[src/rtl/com_bag_parse.sv]
// -----------------------------------------------------------------------------
// com_bag_parse
//   Command-packet parser between the byte receiver and the console.
//   Frames host bytes into packets (HEAD0, HEAD1, CMD[, CHK]), validates the
//   header, the command type (5/6/7 only) and optionally the checksum
//   (CHK = ~CMD). It then presents the command nibbles to the console through
//   the fs_com_read/fd_com_read handshake. Every dropped byte or packet raises
//   a one-cycle err_flag pulse and bumps the saturating err_cnt.
//
//   Build option: define COM_BAG_CHK_EN for the 4-byte packet with a checksum
//   byte. When it is undefined, the packet is 3 bytes and the type is checked
//   on the CMD byte.
//
// Ports
//   clk          in   system clock
//   rst          in   asynchronous reset, active-high
//   rx_data[7:0] in   received byte, valid when rx_valid=1
//   rx_valid     in   one-cycle strobe per byte
//   fs_com_read  out  packet available to console
//   fd_com_read  in   console has taken the packet
//   read_btype   out  packet type, cmd[7:4]
//   read_bdata   out  packet data, cmd[3:0]
//   err_flag     out  one-cycle pulse after any drop event
//   err_cnt      out  saturating drop counter
// -----------------------------------------------------------------------------
module com_bag_parse #(
    parameter logic [7:0]  HEAD0    = 8'h55,
    parameter logic [7:0]  HEAD1    = 8'hAA,
    parameter logic [15:0] TOUT_CYC = 16'd50000
) (
    input  logic       clk,
    input  logic       rst,
    input  logic [7:0] rx_data,
    input  logic       rx_valid,
    output logic       fs_com_read,
    input  logic       fd_com_read,
    output logic [3:0] read_btype,
    output logic [3:0] read_bdata,
    output logic       err_flag,
    output logic [7:0] err_cnt
);

    typedef enum logic [7:0] {
        S_HEAD0 = 8'h00,
        S_HEAD1 = 8'h01,
        S_CMD   = 8'h02,
`ifdef COM_BAG_CHK_EN
        S_CHK   = 8'h03,
`endif
        S_SEND  = 8'h10,
        S_WAIT  = 8'h11
    } state_t;

    state_t      state_q, state_d;
    logic [15:0] tout_q, tout_d;
    logic        mid_pkt;
    logic        tout_hit;
    logic        err_evt;
    logic        load_out;
    logic [7:0]  load_val;
`ifdef COM_BAG_CHK_EN
    logic [7:0]  cmd_tmp_q, cmd_tmp_d;
`endif

    function automatic logic type_ok(input logic [3:0] t);
        return (t == 4'h5) || (t == 4'h6) || (t == 4'h7);
    endfunction

    // The inter-byte timeout only runs while a packet is partially received.
    always_comb begin
        mid_pkt = (state_q == S_HEAD1) || (state_q == S_CMD)
`ifdef COM_BAG_CHK_EN
                  || (state_q == S_CHK)
`endif
                  ;
    end

    // A byte arriving in the expiry cycle takes priority: the timeout needs !rx_valid.
    assign tout_hit = (TOUT_CYC != 16'd0) && mid_pkt && !rx_valid &&
                      (tout_q == TOUT_CYC - 16'd1);

    always_comb begin
        state_d  = state_q;
        err_evt  = 1'b0;
        load_out = 1'b0;
        load_val = rx_data;
`ifdef COM_BAG_CHK_EN
        cmd_tmp_d = cmd_tmp_q;
`endif
        case (state_q)
            S_HEAD0: begin
                if (rx_valid && rx_data == HEAD0)
                    state_d = S_HEAD1;
            end
            S_HEAD1: begin
                if (rx_valid) begin
                    if (rx_data == HEAD1) begin
                        state_d = S_CMD;
                    end else if (rx_data == HEAD0) begin
                        state_d = S_HEAD1;
                    end else begin
                        state_d = S_HEAD0;
                        err_evt = 1'b1;
                    end
                end
            end
            S_CMD: begin
                if (rx_valid) begin
`ifdef COM_BAG_CHK_EN
                    cmd_tmp_d = rx_data;
                    state_d   = S_CHK;
`else
                    if (type_ok(rx_data[7:4])) begin
                        load_out = 1'b1;
                        state_d  = S_SEND;
                    end else begin
                        state_d = S_HEAD0;
                        err_evt = 1'b1;
                    end
`endif
                end
            end
`ifdef COM_BAG_CHK_EN
            S_CHK: begin
                if (rx_valid) begin
                    if (rx_data == ~cmd_tmp_q && type_ok(cmd_tmp_q[7:4])) begin
                        load_out = 1'b1;
                        load_val = cmd_tmp_q;
                        state_d  = S_SEND;
                    end else begin
                        state_d = S_HEAD0;
                        err_evt = 1'b1;
                    end
                end
            end
`endif
            S_SEND: begin
                // Bytes arriving while the console owns the packet are overruns.
                if (rx_valid)
                    err_evt = 1'b1;
                if (fd_com_read)
                    state_d = S_WAIT;
            end
            S_WAIT: begin
                if (rx_valid)
                    err_evt = 1'b1;
                if (!fd_com_read)
                    state_d = S_HEAD0;
            end
            default: state_d = S_HEAD0;
        endcase

        if (tout_hit) begin
            state_d = S_HEAD0;
            err_evt = 1'b1;
        end
    end

    // Count idle cycles in a partial packet; any byte or state change restarts it.
    always_comb begin
        if (TOUT_CYC != 16'd0 && mid_pkt && !rx_valid && state_d == state_q)
            tout_d = tout_q + 16'd1;
        else
            tout_d = '0;
    end

    always_ff @(posedge clk or posedge rst) begin
        if (rst) begin
            state_q    <= S_HEAD0;
            tout_q     <= '0;
            read_btype <= '0;
            read_bdata <= '0;
            err_flag   <= 1'b0;
            err_cnt    <= '0;
        end else begin
            state_q  <= state_d;
            tout_q   <= tout_d;
            err_flag <= err_evt;
            if (err_evt && err_cnt != 8'hFF)
                err_cnt <= err_cnt + 8'd1;
            if (load_out) begin
                read_btype <= load_val[7:4];
                read_bdata <= load_val[3:0];
            end
        end
    end

`ifdef COM_BAG_CHK_EN
    always_ff @(posedge clk or posedge rst) begin
        if (rst)
            cmd_tmp_q <= '0;
        else
            cmd_tmp_q <= cmd_tmp_d;
    end
`endif

    assign fs_com_read = (state_q == S_SEND);

endmodule
[config.mk]
export PLATFORM = sky130hd
export DESIGN_NAME = com_bag_parse
export DESIGN_NICKNAME = d
export VERILOG_FILES = /design/src/rtl/com_bag_parse.sv
export SDC_FILE = /design/constraint.sdc
export NUM_CORES = 1
export LEC_CHECK = 0
export CAP_MARGIN = 10
export CORE_ASPECT_RATIO = 2
export CORE_MARGIN = 4
export CORE_UTILIZATION = 47
export DETAILED_ROUTE_END_ITERATION = 8
export MAX_ROUTING_LAYER = met4
export PLACE_DENSITY_LB_ADDON = 0.1
export SETUP_SLACK_MARGIN = 0.1
export SKIP_LAST_GASP = 1
export SYNTH_ARGS = -nofsm -noshare
export SYNTH_HDL_FRONTEND = slang
export SYNTH_SLANG_ARGS = --single-unit
export TNS_END_PERCENT = 1
[constraint.sdc]
create_clock -name clk -period 4.36 [get_ports clk]
set_input_delay 0.872 -clock clk [delete_from_list [all_inputs] [get_ports clk]]
set_output_delay 0.872 -clock clk [all_outputs]
set_load 0.005 [all_outputs]
# Word-level counts from Yosys, hierarchy flattened
# Index checks and enable logic that the tools add are counted.
# totals
latchBits	0
ramBits	0
mem_count	0
in_bits	12
rom_bits	0
ff_bits	41
# classes
n_shift	0
n_mul	0
reduce_logical	11
div	0
n_lt_le_gt_ge	0
bitwise	0
addsub	2
eq_ne	12
n_mux	22
# op_table
cell	count
two-way mux 8 bit	6
case mux 8 bit (5 select lines)	1
adder 16 x 1 -> 16 bit, second input constant	1
equality test 16 bit, second input constant	1
equality test 8 x 5 -> 1 bit, second input constant	2
two-way mux 16 bit	1
equality test 4 x 3 -> 1 bit, second input constant	3
two-way mux 1 bit	11
adder 8 x 1 -> 8 bit, second input constant	1
equality test 8 x 1 -> 1 bit, second input constant	1
equality test 8 x 2 -> 1 bit, second input constant	1
equality test 8 x 7 -> 1 bit, second input constant	1
equality test 8 bit	1
equality test 8 bit, second input constant	1
zero test 8 bit	1
inequality test 8 bit, second input constant	1
logical AND 1 bit	5
two-way mux 5 bit	1
logical OR 1 bit	3
case mux 1 bit (3 select lines)	1
two-way mux 2 bit	1
OR reduction 2 bit	1
zero test 1 bit	1

# Depth between registers and ports, before layout
# Gate-level depths: netlist (run 1).
# depth
ltp_word	10
ltp_mapped	7
depth_no_buf	6

# Least setup slack after synthesis (run 1)
# OpenSTA, ideal clock, no wires.
# synth_timing
kind	in2reg
start	input port rx_data[6]
end	register err_cnt[1]
arrival_ns	2.190
path_stages	5
path_buffers	0
path_slack_ns	2.043
path_cell_list	nand2b_1 -> nor4_1 -> o32ai_4 -> o21ai_1 -> mux2_1
# synth_via
elab_chain_len	8
word_cells_on_any_way	15
# synth_lines
element	line_no	text
from (decl)	33	input logic [7:0] rx_data,
equality test 4 x 3 -> 1 bit	66	return (t == 4'h5) || (t == 4'h6) || (t == 4'h7);
logical OR 1 bit (2 in a row)	66	
two-way mux 1 bit	113	if (type_ok(rx_data[7:4])) begin
two-way mux 1 bit	108	if (rx_valid) begin
case mux 1 bit (3 select lines) (*)	90	case (state_q)
two-way mux 1 bit (*)	153	if (tout_hit) begin
logical AND 1 bit (*)	179	if (err_evt && err_cnt != 8'hFF)
to (signal assigned)	180	err_cnt <= err_cnt + 8'd1;
to (decl)	40	output logic [7:0] err_cnt
# Mark *: on every way between the ends. The rest lies on a longest branch, timed or not.
# A chain may end at the register's enable or synchronous reset.

# Worst setup path after layout (run 1)
# layout_timing
start	input port rx_data[5]
end	register err_cnt[1]
# Same word-level chain as after synthesis.

==> key figures, run 1 <==
Critical path
  • Crit path required time: between 4000 and 5000 ps
  • Worst r2r path cells: 5
  • CP Launch Type: primary input
  • RR Endpoint: err_cnt[1]$_DFFE_PP0P_
  • FF-to-FF setup slack: between 2000 and 2500 ps
  • Crit Path Class: primary input to flip-flop
  • Endpoint type of the worst setup path: flip-flop
  • Worst-path fanout max: 8
  • Critical path arrival: between 2000 and 3000 ps
  • Start of the worst register-to-register path: state_q[4]$_DFF_PP0_

Power
  • Cell Pwr Density: between 200 and 300 mW/mm2
  • P_int: around 540 uW
  • Tot Pwr: between 600 and 700 uW
  • VDD IR-drop max: 0.0002597 V
  • Pleak: 0.001041 uW
  • Switch share: around a fifth
  • Combinational share of power: 4.0%
  • P_sw: 139.1 uW
  • Part of the power in registers: between 50 and 60%
  • Power share of the clock group: between 30 and 40%

Global route
  • Largest net degree at the start of global routing: 42
  • Number of global-route vias before repair: about 1.6k
  • First-pass GRT wire length: around 6600 um
  • Met2 usage: approximately 31%
  • GRT busiest layer: met2
  • Gr usage total: 17.39%
  • Met1 usage: 16.40%
  • Grt met3 use: slightly below 5%
  • GR Overflow Total: 0
  • Initial antenna violation count: 0

Final layout
  • Final core utilization: approximately three fifths
  • Diodes inserted: 0
  • Layout cells sized above 1: a little under a tenth
  • Layout overhead on the synthesized area: 24.37%
  • FILL cells: 366
  • Cell area after layout: ~0.0024 mm2
  • Net count, final: between 200 and 250

Timing
  • Unrepaired setup endpoints after global routing: no
  • Layout Skew: ~2.9 ps
  • Worst-margin pin slew: around 680 ps
  • Slew HR: a little over half
  • Max Clk Rate: 0.3670 GHz
  • Final Cycle Share: 62.50%
  • # setup viols final: 0
  • Fin. Hold Viols: 0
  • Setup TNS: 0 ps
  • Hold Slack: approximately 460 ps
  • Pins Over Slew Limit: 0
  • Tmin final: around 2700 ps

Synthesis
  • Synth Warn #: 0
  • Yosys cell types: 36
  • Most frequent cells after synthesis: dfrtp_1, nor2_1, nand2_1, and3_1, xnor2_1
  • #FFs+latches synth: ~40
  • Cell taking the most area after synthesis: dfrtp_1
  • Post-Synthesis Cells: 175
  • Seq/Total Area, Yosys: a little over half
  • Syn_area_per_cell: roughly 11 um2
  • Top-area cell type share of the netlist area: between 50% and 60%
  • Post-synth EDFFs: 0
  • Asr flop ratio synth: 100.0%
  • Cell with the most instances after synthesis: dfrtp_1
  • Mapped cell area: 0.001931 mm2
  • Synth area leaders: dfrtp_1, nor2_1, xnor2_1
  • Commonest register cell after synthesis: dfrtp_1

Route
  • DRT iter0 DRCs: 22
  • Per-cell routed wire length: approximately 15 um
  • Routed WL: around 3900 um
  • Vias: approximately 1.4k
  • DRT Pass-1 Iters: 4
  • Post-route ant nets: 0
  • Post-route DRC: 0
  • Vias per cell: 5.414

Place
  • Global placer's final weighted congestion: 0.7813
  • Port-buffer cells: 29
  • Placed Area: about 0.0023 mm2
  • HPWL Detailed: 2932 um

Hold path
  • Hold Crit Depth: 1
  • Worst Hold Launch: tout_q[0]$_DFF_PP0_
  • Worst Hold Endpoint: tout_q[0]$_DFF_PP0_
  • Worst min path class: flip-flop to flip-flop

Floorplanning
  • Initial Util: approximately 50%
  • Die ar.: 0.005259 mm2
  • IO Pins: 30
  • Die Ht: between 90 and 100 um
  • Die span in x: roughly 53 um
  • Rows: 32
  • Core Footprint: 0.003924 mm2

Clock tree
  • Htree depth: 2
  • Hold_buf cts: 0
  • CTS tree: done
  • Root Buffer: clkbuf_8
  • Cts bufs inserted: 5
  • Clk_lat worst skew: about 290 ps
  • Post-CTS Resized: 0
  • CTS clk-pin slew, worst paths: ~70 ps
  • Clock buffer depth: 2
  • Clock sink total: 41
  • Post-CTS setup buffer count: 0

Job
  • MaxCap Viol Count: 0

Run status
  • Outcome: complete, no violations
==> flip-flops by register name (all words and copies together) (netlist names) <==
register / count
read_bdata: 4
tout_q: 16
err_cnt: 8
state_q: 8
read_btype: 4
err_flag: 1
==> worst max-delay path, cell delays in order <==
cell             delay, ps
clkdlybuf4s50_1        530
nand2b_1                80
nor4_1                 570
o32ai_4                240
o21ai_1                260
mux2_1                 350
==> cell families (layout without fill, tap and decap cells) <==
kind of cell / count (synthesis) / count (layout) / share of synthesized area (%)
AOI/OAI and AO/OA: 13 / 13 / 5.833
xor gates and xnor gates: 17 / 17 / 7.713
adders and majority gates: 2 / 2 / 1.296
buffers and inverters: 7 / 43 / 1.361
other: 1 / 5 / 0.1942
DFF: 41 / 41 / 53.14
muxes: 12 / 12 / 6.999
and+or+nand+nor: 82 / 82 / 23.46
==> routing by layer <==
metal	wire length [um]	up-vias
met5	0	-
met2	2201	30
met3	150	5
met4	65	0
met1	1480	712
li1	-	693
==> worst max path at each step <==
| stage | from | to |
|---|---|---|
| 2_1_floorplan | rx_data[6] | err_cnt[1]$_DFFE_PP0P_ |
| 3_3_place_gp | rx_data[5] | err_cnt[1]$_DFFE_PP0P_ |
| 3_5_place_dp | rx_data[5] | err_cnt[6]$_DFFE_PP0P_ |
| 4_1_cts | state_q[3]$_DFF_PP0_ | fs_com_read |
| 5_1_grt | rx_data[5] | err_cnt[7]$_DFFE_PP0P_ |
| 6_report | rx_data[5] | err_cnt[1]$_DFFE_PP0P_ |
==> per-stage QoR <==
step	worst slack (ps)	instances
finish	1635	266
global route	1518	266
CTS	1627	266
detailed placement	1345	258
global placement	1370	258
floorplan	2043	179
==> layout make-up <==
cell class                      count  area [um2]  area share, %
Clock buffer                        7       96.34          4.013
Inverter                            5       18.77         0.7817
Timing Repair Buffer               30       297.8          12.40
Multi-Input combinational cell    131       893.4          37.21
Clock inverter                      1       5.005         0.2084
Sequential cell                    41        1026          42.73
Tap cell                           51       63.81          2.658
==> placed cells by master (no fill, tap or decap), drive strengths merged, types with 5 or more instances in the layout <==
cell type      synthesis  final
nand2b                 5      5
and3                  10     10
conb                   1      5
clkbuf                 2      7
o21ai                  5      5
nor2                  23     23
xor2                   8      8
clkdlybuf4s50          0     29
dfrtp                 41     41
inv                    5      5
nand3                  6      6
nand4                  8      8
xnor2                  9      9
nand2                 11     11
mux2                  12     12
==> power by group through the flow <==
| stage | clock network, uW | logic (uW) | registers, uW |
|---|---|---|---|
| floorplan | 0 | 11.2 | 391 |
| global placement | 0 | 26.8 | 391 |
| detailed placement | 0 | 27.2 | 392 |
| CTS | 283 | 27.5 | 384 |
| finish | 266 | 26.8 | 384 |
| global route | 292 | 30.2 | 384 |
Power figures use the tool's default switching activity.
==> inputs of run 2 (changes only) <==
Clock period 4.36 ns to 2.7 ns, I/O delays scaled along.
==> run 2 against run 1 <==
Clock power is 91% higher. Die area unchanged. First-iteration DRC count down 9.1%. Cell area increased by 1.7%. Worst setup slack worse by 1300 ps. Cell count rose by 1.1%. Core utilization up 1.1 points. Global-route usage is 0.66 points higher. Worst hold slack worse by 2.2 ps. Non-clock buffer count is 3 higher. Clock-buffer cell count shrank 1. Combinational power increased by 64%. Critical endpoint is now fs_com_read. Largest cell class unchanged.
==> key figures, run 2 (synthesis gave the netlist of run 1 again) <==
Final layout
  • Layout cells sized above 1: 10.55% (was 9.302%)
  • Max reg flops: 16 (unchanged)
  • Most common cell after layout, fill and taps aside: dfrtp_1 (unchanged)
  • Net count, final: 231 (was 228)
  • Layout overhead on the synthesized area: 26.51% (was 24.37%)
  • Regs by FF count: tout_q: 16 flops, err_cnt: 8 flops, state_q: 8 flops (unchanged)
  • Most frequent cells in the layout: dfrtp_1, clkdlybuf4s50_1, nor2_1 (unchanged)
  • Largest Register: tout_q (unchanged)
  • Diodes inserted: 0 (unchanged)
  • Cell area after layout: 0.002442 mm2 (was 0.002401 mm2)

Run status
  • Outcome: complete, no violations (unchanged)

Power
  • VDD IR-drop max: 0.0004469 V (was 0.0002597 V)
  • Pleak: 0.001059 uW (was 0.001041 uW)
  • Cell Pwr Density: 479.6 mW/mm2 (was 281.8 mW/mm2)
  • Part of the power in registers: 53.0% (was 56.8%)
  • P_sw: 233.7 uW (was 139.1 uW)
  • Power share of the clock group: 43.3% (was 39.3%)
  • P_int: 937.7 uW (was 537.6 uW)
  • Combinational share of power: 3.8% (was 4.0%)
  • Switch share: 19.95% (was 20.56%)

Timing
  • Slew HR: 61.69% (was 54.51%)
  • Tmin final: around 2400 ps
  • Max Clk Rate: between 0.4 and 0.5 GHz
  • Setup TNS: 0 ps (unchanged)
  • Worst-margin pin slew: 574.7 ps (was 676.2 ps)
  • Unrepaired setup endpoints after global routing: no (unchanged)
  • Fin. Hold Viols: 0 (unchanged)
  • Final Cycle Share: 89.41%
  • Hold Slack: 454.4 ps (was 456.6 ps)
  • Layout Skew: 4.716 ps (was 2.891 ps)
  • Worst setup margin: 286.0 ps (was 1635 ps)
  • # setup viols final: 0 (unchanged)
  • Pins Over Slew Limit: 0 (unchanged)

Critical path
  • Worst-path fanout max: 6 (was 8)
  • Crit Path Class: flip-flop to output port (was primary input to flip-flop)
  • CP top delay family: simple AND/OR/NAND/NOR gates (unchanged)
  • CP max-delay cell: clkdlybuf4s50_1 (was nor4_1)
  • CP cell instances: nor3_2 > nand4_1 > nor2_1 > clkdlybuf4s50_1 (was clkdlybuf4s50_1 > nand2b_1 > nor4_1 > o32ai_4 > o21ai_1 > mux2_1)
  • Endpoint type of the worst setup path: output port (was flip-flop)
  • Crit-path max cell delay: 510 ps (was 570 ps)
  • Critical path arrival: 1870 ps (was 2900 ps)
  • CP Launch Type: flip-flop (was primary input)
  • Crit path required time: 2160 ps (was 4530 ps)
  • Bufs and invs on worst path: 1 (unchanged)

Route
  • Vias per cell: 5.431 (was 5.414)
  • DRT iter0 DRCs: 20 (was 22)
  • Vias: 1461 (was 1440)
  • Per-cell routed wire length: 14.53 um (was 14.65 um)
  • DRT Pass-1 Iters: 4 (unchanged)
  • Post-route ant nets: 0 (unchanged)
  • Routed WL: 3908 um (was 3898 um)
  • Post-route DRC: 0 (unchanged)

Global route
  • Number of global-route vias before repair: 1628 (was 1550)
  • First-pass GRT wire length: 7003 um (was 6555 um)
  • Initial antenna violation count: 0 (unchanged)
  • GR Overflow Total: 0 (unchanged)
  • Largest net degree at the start of global routing: 42 (unchanged)
  • Gr usage total: 18.05% (was 17.39%)

Floorplanning
  • Core Footprint: 0.003924 mm2 (unchanged)
  • Die span in x: 53.32 um (unchanged)
  • Initial Util: 49.20% (unchanged)
  • IO Pins: 30 (unchanged)
  • Rows: 32 (unchanged)
  • Die ar.: 0.005259 mm2 (unchanged)
  • Die Ht: 98.64 um (unchanged)

Place
  • Port-buffer cells: 29 (unchanged)
  • Place WS: 35.31 ps (was 1345 ps)
  • Global placer's final weighted congestion: 0.7956 (was 0.7813)
  • Placed Area: 0.002322 mm2 (was 0.002300 mm2)
  • HPWL Detailed: 2999 um (was 2932 um)

Clock tree
  • Root Buffer: clkbuf_8 (unchanged)
  • Htree depth: 2 (unchanged)
  • Post-CTS setup buffer count: 0 (unchanged)
  • Cts bufs inserted: 5 (unchanged)
  • Hold_buf cts: 0 (unchanged)
  • Clk_lat worst skew: 290 ps (about the same)
  • CTS clk-pin slew, worst paths: 80 ps (was 70 ps)
  • Clock sink total: 41 (unchanged)
  • CTS tree: done (unchanged)
  • Post-CTS Resized: 0 (unchanged)
  • Clock buffer depth: 2 (unchanged)

Job
  • MaxCap Viol Count: 0 (unchanged)

Hold path
  • Worst min path class: flip-flop to flip-flop (unchanged)
run 2: area by class of cell:
cell class	instances	area, um2
fill	360	1481
sequential	41	1026
multi-input combinational	131	893.4
timing repair buffer	33	320.3
clock buffer	6	82.58
tap	51	63.81
clock inverter	2	37.54
inverter	5	18.77
run 2: path summary, 6_finish.rpt:
| check | startpoint | to | slack, ps | cells past startpoint |
|---|---|---|---|---|
| min in group asynchronous | rst | state_q[6]$_DFF_PP0_ | 660 | 3 |
| hold / removal | tout_q[0]$_DFF_PP0_ | tout_q[0]$_DFF_PP0_ | 450 | 1 |
| max in group asynchronous | rst | tout_q[8]$_DFF_PP0_ | 1680 | 3 |
| setup / recovery | state_q[3]$_DFF_PP0_ | fs_com_read | 290 | 4 |
| setup reg to reg | state_q[4]$_DFF_PP0_ | err_cnt[6]$_DFFE_PP0P_ | 580 | 5 |
| hold reg to reg | tout_q[0]$_DFF_PP0_ | tout_q[0]$_DFF_PP0_ | 450 | 1 |
run 2: power by group through the flow:
stage	combinational, uW	sequential (uW)	clock (uW)
3_3_place_gp	43.4	632	0
4_1_cts	45.1	620	524
6_report	44.0	621	507
2_1_floorplan	18.0	632	0
5_1_grt	49.6	621	548
3_5_place_dp	44.8	633	0
run 2: stage by stage:
| step | instances | utilization (%) | power (uW) |
|---|---|---|---|
| finish | 269 | 62.24 | 1171 |
| global placement | 261 | 59.18 | 675.5 |
| global route | 269 | 62.24 | 1219 |
| detailed placement | 261 | 59.18 | 677.6 |
| floorplan | 179 | - | 649.9 |
| CTS | 269 | 62.24 | 1190 |
run 2: metal layers:
layer | share of wire (%) | global-route usage [%] | vias up
li1 | - | - | 699
met5 | 0 | - | -
met4 | 3.4 | 9.252 | 0
met1 | 38 | 19.22 | 711
met3 | 4.3 | 3.328 | 14
met2 | 54 | 30.37 | 37
